### config.mk
export PLATFORM = sky130hd
export DESIGN_NAME = address_decoder_multi_channel_param
export DESIGN_NICKNAME = d
export VERILOG_FILES = /design/src/rtl/address_decoder_pkg.sv /design/src/rtl/address_decoder_timeout.sv /design/src/rtl/address_decoder_multi_channel_param.sv
export SDC_FILE = /design/constraint.sdc
export NUM_CORES = 1
export LEC_CHECK = 0
export ABC_AREA = 1
export CORE_AREA = 4 4 418 420
export CTS_CLUSTER_DIAMETER = 200
export DETAILED_ROUTE_END_ITERATION = 10
export DIE_AREA = 0 0 422 424
export SYNTH_ARGS = -nofsm -noshare
export SYNTH_HDL_FRONTEND = slang
export SYNTH_SLANG_ARGS = --single-unit
### constraint.sdc
create_clock -name csr_clk_clk -period 3.2 [get_ports csr_clk_clk]
set_input_delay 0.8 -clock csr_clk_clk [delete_from_list [all_inputs] [get_ports csr_clk_clk]]
set_output_delay 0.8 -clock csr_clk_clk [all_outputs]
set_load 0.01 [all_outputs]
### src/rtl/address_decoder_pkg.sv
// address_decoder_pkg
// Shared definitions for the multi-channel CSR address decoder:
//   - state_t          : request/response FSM states (IDLE, ACCESS, DONE)
//   - DEFAULT_ERR_WORD : read data returned for unmapped or timed-out accesses
//   - sel_width()      : number of channel-select bits above the channel address
//   - clog2()          : ceiling log2, used to size the timeout counter
package address_decoder_pkg;

    typedef enum logic [1:0] {
        IDLE   = 2'd0,
        ACCESS = 2'd1,
        DONE   = 2'd2
    } state_t;

    localparam logic [31:0] DEFAULT_ERR_WORD = 32'hDEAD_BEEF;

    // The channel index lives in the address bits above the per-channel window.
    function automatic int sel_width(input int slv_addr_w, input int ch_addr_w);
        return slv_addr_w - ch_addr_w;
    endfunction

    function automatic int clog2(input int value);
        int result;
        int v;
        result = 0;
        v = value - 1;
        while (v > 0) begin
            result++;
            v = v >> 1;
        end
        return result;
    endfunction

endpackage

### src/rtl/address_decoder_timeout.sv
// address_decoder_timeout
// Saturating wait counter used to abort an access to a channel whose
// waitrequest never drops.
// Ports:
//   clk, rst_n : clock and asynchronous active-low reset
//   clear      : hold the counter at zero (asserted whenever the FSM is not in ACCESS)
//   count_en   : advance the counter (ACCESS cycle with the selected channel stalling)
//   expired    : counter has reached TIMEOUT_CYC-1
module address_decoder_timeout
    import address_decoder_pkg::*;
#(
    parameter int TIMEOUT_CYC = 1024
) (
    input  logic clk,
    input  logic rst_n,
    input  logic clear,
    input  logic count_en,
    output logic expired
);

    localparam int CNT_W = clog2(TIMEOUT_CYC) + 1;
    localparam logic [CNT_W-1:0] CNT_MAX = '1;
    localparam logic [CNT_W-1:0] LIMIT   = CNT_W'(TIMEOUT_CYC - 1);

    logic [CNT_W-1:0] count;

    // Counter saturates so a very long stall can never wrap back below LIMIT.
    always_ff @(posedge clk or negedge rst_n) begin
        if (!rst_n) begin
            count <= '0;
        end else if (clear) begin
            count <= '0;
        end else if (count_en && (count != CNT_MAX)) begin
            count <= count + 1'b1;
        end
    end

    assign expired = (count == LIMIT);

endmodule

### src/rtl/address_decoder_multi_channel_param.sv
// address_decoder_multi_channel_param
// Fans one Avalon-MM CSR slave port out to NUM_CH Avalon-MM channel master
// ports. The upper address bits select the channel; the lower CH_ADDR_W bits
// are forwarded. A registered IDLE -> ACCESS -> DONE FSM handles one
// transaction at a time; unmapped channel indices get ERR_WORD and a
// decode_err pulse without touching any channel.
// Optional feature: define ADDR_DECODER_TIMEOUT_EN to abort accesses whose
// channel holds waitrequest for TIMEOUT_CYC cycles.
// Ports:
//   csr_clk_clk, csr_clk_reset_reset_n : clock, asynchronous active-low reset
//   slave_*                            : Avalon-MM slave from the management master
//   ch_*                               : per-channel Avalon-MM masters (channel i at slice i)
//   decode_err                         : one-cycle pulse on unmapped access or timeout
module address_decoder_multi_channel_param
    import address_decoder_pkg::*;
#(
    parameter int                 NUM_CH      = 12,
    parameter int                 SLV_ADDR_W  = 20,
    parameter int                 CH_ADDR_W   = 16,
    parameter int                 DATA_W      = 32,
    parameter logic [DATA_W-1:0]  ERR_WORD    = DATA_W'(DEFAULT_ERR_WORD),
    parameter int                 TIMEOUT_CYC = 1024
) (
    input  logic                          csr_clk_clk,
    input  logic                          csr_clk_reset_reset_n,
    input  logic [SLV_ADDR_W-1:0]         slave_address,
    input  logic                          slave_read,
    input  logic                          slave_write,
    input  logic [DATA_W-1:0]             slave_writedata,
    output logic [DATA_W-1:0]             slave_readdata,
    output logic                          slave_waitrequest,
    output logic [NUM_CH*CH_ADDR_W-1:0]   ch_address,
    output logic [NUM_CH-1:0]             ch_read,
    output logic [NUM_CH-1:0]             ch_write,
    output logic [NUM_CH*DATA_W-1:0]      ch_writedata,
    input  logic [NUM_CH*DATA_W-1:0]      ch_readdata,
    input  logic [NUM_CH-1:0]             ch_waitrequest,
    output logic                          decode_err
);

    localparam int SEL_W = sel_width(SLV_ADDR_W, CH_ADDR_W);
    localparam logic [SEL_W:0] NUM_CH_LIM = (SEL_W+1)'(NUM_CH);

    state_t                 state;
    logic [CH_ADDR_W-1:0]   addr_q;
    logic [DATA_W-1:0]      wdata_q;
    logic [DATA_W-1:0]      rdata_q;
    logic [SEL_W-1:0]       sel_q;
    logic                   is_read_q;
    logic [NUM_CH-1:0]      rd_strobe_q;
    logic [NUM_CH-1:0]      wr_strobe_q;
    logic                   waitreq_q;
    logic                   err_q;

    logic [SEL_W-1:0]       sel_in;
    logic                   sel_mapped;
    logic [NUM_CH-1:0]      sel_onehot;
    logic                   sel_wait;
    logic [DATA_W-1:0]      sel_rdata;
    logic                   timed_out;

    assign sel_in     = slave_address[SLV_ADDR_W-1:CH_ADDR_W];
    // Extra MSB keeps the compare meaningful when NUM_CH == 2**SEL_W.
    assign sel_mapped = ({1'b0, sel_in} < NUM_CH_LIM);

    // Decode the incoming index to a one-hot strobe and mux back the latched
    // channel's waitrequest/readdata; loops avoid out-of-range part selects.
    always_comb begin
        sel_onehot = '0;
        sel_wait   = 1'b0;
        sel_rdata  = '0;
        for (int i = 0; i < NUM_CH; i++) begin
            sel_onehot[i] = (sel_in == SEL_W'(i));
            if (sel_q == SEL_W'(i)) begin
                sel_wait  = ch_waitrequest[i];
                sel_rdata = ch_readdata[i*DATA_W +: DATA_W];
            end
        end
    end

`ifdef ADDR_DECODER_TIMEOUT_EN
    logic expired;

    address_decoder_timeout #(
        .TIMEOUT_CYC (TIMEOUT_CYC)
    ) u_timeout (
        .clk      (csr_clk_clk),
        .rst_n    (csr_clk_reset_reset_n),
        .clear    (state != ACCESS),
        .count_en ((state == ACCESS) && sel_wait),
        .expired  (expired)
    );

    assign timed_out = expired;
`else
    assign timed_out = 1'b0;
`endif

    // Request/response FSM. Every output comes straight from a register so the
    // channel strobes stay glitch-free and stable for the whole of ACCESS.
    always_ff @(posedge csr_clk_clk or negedge csr_clk_reset_reset_n) begin
        if (!csr_clk_reset_reset_n) begin
            state       <= IDLE;
            addr_q      <= '0;
            wdata_q     <= '0;
            rdata_q     <= '0;
            sel_q       <= '0;
            is_read_q   <= 1'b0;
            rd_strobe_q <= '0;
            wr_strobe_q <= '0;
            waitreq_q   <= 1'b1;
            err_q       <= 1'b0;
        end else begin
            err_q <= 1'b0;
            case (state)
                IDLE: begin
                    waitreq_q <= 1'b1;
                    if (slave_read || slave_write) begin
                        addr_q    <= slave_address[CH_ADDR_W-1:0];
                        wdata_q   <= slave_writedata;
                        is_read_q <= slave_read;
                        sel_q     <= sel_in;
                        if (sel_mapped) begin
                            // Read wins when both commands are presented together.
                            rd_strobe_q <= slave_read ? sel_onehot : '0;
                            wr_strobe_q <= slave_read ? '0 : sel_onehot;
                            state       <= ACCESS;
                        end else begin
                            rdata_q   <= ERR_WORD;
                            err_q     <= 1'b1;
                            waitreq_q <= 1'b0;
                            state     <= DONE;
                        end
                    end
                end
                ACCESS: begin
                    if (!sel_wait) begin
                        rd_strobe_q <= '0;
                        wr_strobe_q <= '0;
                        if (is_read_q) begin
                            rdata_q <= sel_rdata;
                        end
                        waitreq_q <= 1'b0;
                        state     <= DONE;
                    end else if (timed_out) begin
                        rd_strobe_q <= '0;
                        wr_strobe_q <= '0;
                        rdata_q     <= ERR_WORD;
                        err_q       <= 1'b1;
                        waitreq_q   <= 1'b0;
                        state       <= DONE;
                    end
                end
                DONE: begin
                    waitreq_q <= 1'b1;
                    state     <= IDLE;
                end
                default: begin
                    state <= IDLE;
                end
            endcase
        end
    end

    assign ch_address        = {NUM_CH{addr_q}};
    assign ch_writedata      = {NUM_CH{wdata_q}};
    assign ch_read           = rd_strobe_q;
    assign ch_write          = wr_strobe_q;
    assign slave_readdata    = rdata_q;
    assign slave_waitrequest = waitreq_q;
    assign decode_err        = err_q;

endmodule

==> results.md, run 1 <==
- Status: finished, final reports clean
- Largest net degree at the start of global routing: 55
- Fraction of layout cells with a size suffix above 1: 0.08679
- NumNets Final: 2850
- Avg Inst Size Synth: 6.678 um^2
- ANT nets after route: 0
- Layout Area Growth over Synthesis: 89.72%
- Clock share of power: 0.092
- Max Cap Violations: 0
- Initial cell density of the core: 0.07050
- Worst Path Required: 2.40 ns
- Leak: 9.029 nW
- Via count of the routed design: 13310
- Dpl hpwl: 81.35 mm
- Post-synthesis sequential area ratio: 0.2347
- Int Pwr: 12.28 mW
- CP cell instances: clkdlybuf4s50_1
- FF-to-FF setup slack: 0.42 ns
- Area of placed instances: 22240 um^2
- Root buffer cell: clkbuf_16
- Switch Pwr: 11.26 mW
- First-pass GRT wire length: 120.4 mm
- GPL Wtd Cong: 0.8641
- YS warnings: 0
- Core area: 171000 um^2
- Row count: 152
- WL final: 93.76 mm
- Hold Vio Cnt, Final: 0
- Clk buf depth: 2
- Worst-Skew Late Latency: 0.50 ns
- Pwr Total: 23.54 mW
- Critical path startpoint category: register
- Initial antenna violation count: 18
- Drc violations: 0
- DR WL/cell: 20.18 um
- PwrDens: 1029 nW/um^2
- Max Clock Freq: 0.3529 GHz
- Critical setup path kind: reg -> out
- Setup TNS: 0 ns
- Crit path max fanout: 13
- CP top delay family: flip-flops
- Cell variety after synth: 28
- Async S/R FF share, synth: 1.000
- Comb pwr share: 0.749
- Ports: 1086
- Clk_skew: 0.01173 ns
- Clock transition at path regs: 0.07 ns
- DIE AREA: 178900 um^2
- Crit path largest cell delay: 0.84 ns
- Iter 0 DRT Violations: 744
- Peak VDD IR: 0.0004649 V
- Fin. max-slew vios: 0
- PortBufs: 1085
- Vias in the first global route: 13300
- Number of synthesized flops with an enable pin: 0
- Final Core Density: 0.1338
- Synth Register Bits: 113
- Worst hold path type: in -> async
- Worst Path Arrival: 2.03 ns
- Slowest cell on the critical path: dfrtp_1
- H-Tree Depth: 4
- RSZ-0062 raised after global routing: false
- Clock sink count: 113
- Hold_ws: 0.2978 ns
- Post-layout min period: 2.834 ns
- Die Wd: 422 um
- Register share of total power: 0.160
- Worst path buffer plus inverter count: 1
- Grt ovf: 0
- Post-Syn Area: 12050 um^2
- CTS tree: yes
- Total CTS buffers: 17
- GRT Util Overall: 0.09947
- DRT Pass-1 Iters: 5
- Slew @ Worst Pin: 0.7924 ns
- Switching Share: 0.4784
- Cells after synthesis: 1805
- Dominant synthesized flop cell: dfrtp_1
- Mapped Nets: 2260
- Final period util: 0.8855
- Final setup viols: 0
- Vias per cell: 2.865
- Die H: 424 um
- Normalized max-slew margin: 0.4717
- Crit path capture type: output port
- Final Instance Area: 22870 um^2
## logic make-up (layout without fill, tap and decap cells)
group / Yosys count / count (layout) / share of synthesized area
AO/OA/AOI/OAI: 67 / 67 / 0.02803
adder cells (fa/ha/maj): 3 / 3 / 0.003114
buffers and inverters: 703 / 1306 / 0.3898
flip-flops: 113 / 113 / 0.2347
multiplexers: 48 / 48 / 0.04484
other: 0 / 5 / 0
AND/OR/NAND/NOR: 871 / 871 / 0.2996
## layout by cell type (no fill, tap or decap), types with 44 or more instances in the layout
master and n:
inv_1 98, nand3_1 54, clkdlybuf4s50_1 1084, nand4_1 68, mux2_2 48, nor2_1 136, dfrtp_1 112, a21oi_1 44
buf_4 67, nand2_1 572
## final timing paths
kind	start	to	cells after the start
min in group csr_clk_clk	ch_write[3]	ch_write[3]	2
setup reg to reg	sel_q[1]	slave_readdata[1]	17
hold / removal	csr_clk_reset_reset_n	state[0]	1
hold reg to reg	ch_write[3]	ch_write[3]	2
setup / recovery	wdata_q[20]	ch_writedata[180]	1
max in group asynchronous	csr_clk_reset_reset_n	wdata_q[31]	2
## state kept, by name (all words and copies together), names as in the netlist
signal             cells
decode_err             1
is_read_q              1
wdata_q               32
ch_read               12
ch_write              12
slave_readdata        32
addr_q                16
slave_waitrequest      1
sel_q                  4
state                  2
## power by group through the flow
stage / combinational (mW) / clock [mW] / sequential, mW
2_1_floorplan: 10.1 / 0 / 3.26
3_3_place_gp: 18.2 / 0 / 3.81
3_5_place_dp: 18.3 / 0 / 3.89
4_1_cts: 18.4 / 2.33 / 3.87
5_1_grt: 18.9 / 2.35 / 4.02
6_report: 17.6 / 2.16 / 3.76
## cell usage after synthesis, types with 2 or more instances
library cell  instances  area [um^2]
buf_4               533         4001
inv_1                99        371.6
o21ai_1               2        10.01
nand2_1             573         2151
buf_6                 5        56.30
inv_2                 9        33.78
nand4_1              68        425.4
o21ai_0              20        100.1
mux2_2               48        540.5
a21oi_1              44        220.2
buf_1                 6        22.52
or2_2                21        131.4
dfrtp_1             112         2803
clkbuf_1             34        127.6
nand3_1              54        270.3
nor3b_1               3        22.52
nor2_1              141        529.3
buf_2                17        85.08
ha_1                  3        37.54
nor2_2                5        31.28
## metal layers
| metal | global-route usage | share of wire | vias up |
|---|---|---|---|
| met4 | 0.02890 | 0.027 | 4 |
| met2 | 0.1893 | 0.54 | 682 |
| li1 | - | - | 6256 |
| met1 | 0.1055 | 0.36 | 6276 |
| met5 | 0 | 0.00033 | - |
| met3 | 0.02873 | 0.069 | 91 |
## what timing repair did
action	4_1_cts	5_1_grt
endpoints found under the hold margin	0	0
endpoints found under the setup margin	0	7
buffers inserted	0	0
gates resized for setup	0	1
hold buffers	0	0
## layout make-up
type	count	area, um^2
Tap cell	2233	2794
Inverter	108	405.4
Antenna cell	5	12.51
Sequential cell	113	2829
Fill cell	19620	148100
Timing Repair Buffer	1166	11640
Multi-Input combinational cell	989	4574
Clock buffer	17	425.4
Clock inverter	15	183.9
## stage by stage
stage,setup WS [ns],instances
5_1_grt,0.1897,4643
2_1_floorplan,1.285,1805
3_3_place_gp,0.1054,4609
6_report,0.3663,4646
4_1_cts,0.1128,4641
3_5_place_dp,0.1380,4609
(Power assumes the default switching activity.)
==> run 2, diff against run 1 <==
--- a/config.mk
+++ b/config.mk
@@ -10,6 +10,7 @@
 export CTS_CLUSTER_DIAMETER = 200
 export DETAILED_ROUTE_END_ITERATION = 10
 export DIE_AREA = 0 0 422 424
+export HOLD_SLACK_MARGIN = 0.05
 export SYNTH_ARGS = -nofsm -noshare
 export SYNTH_HDL_FRONTEND = slang
 export SYNTH_SLANG_ARGS = --single-unit
==> results of run 2 <==
Same layout as run 1: the final DEF is identical, and so are final timing and power.
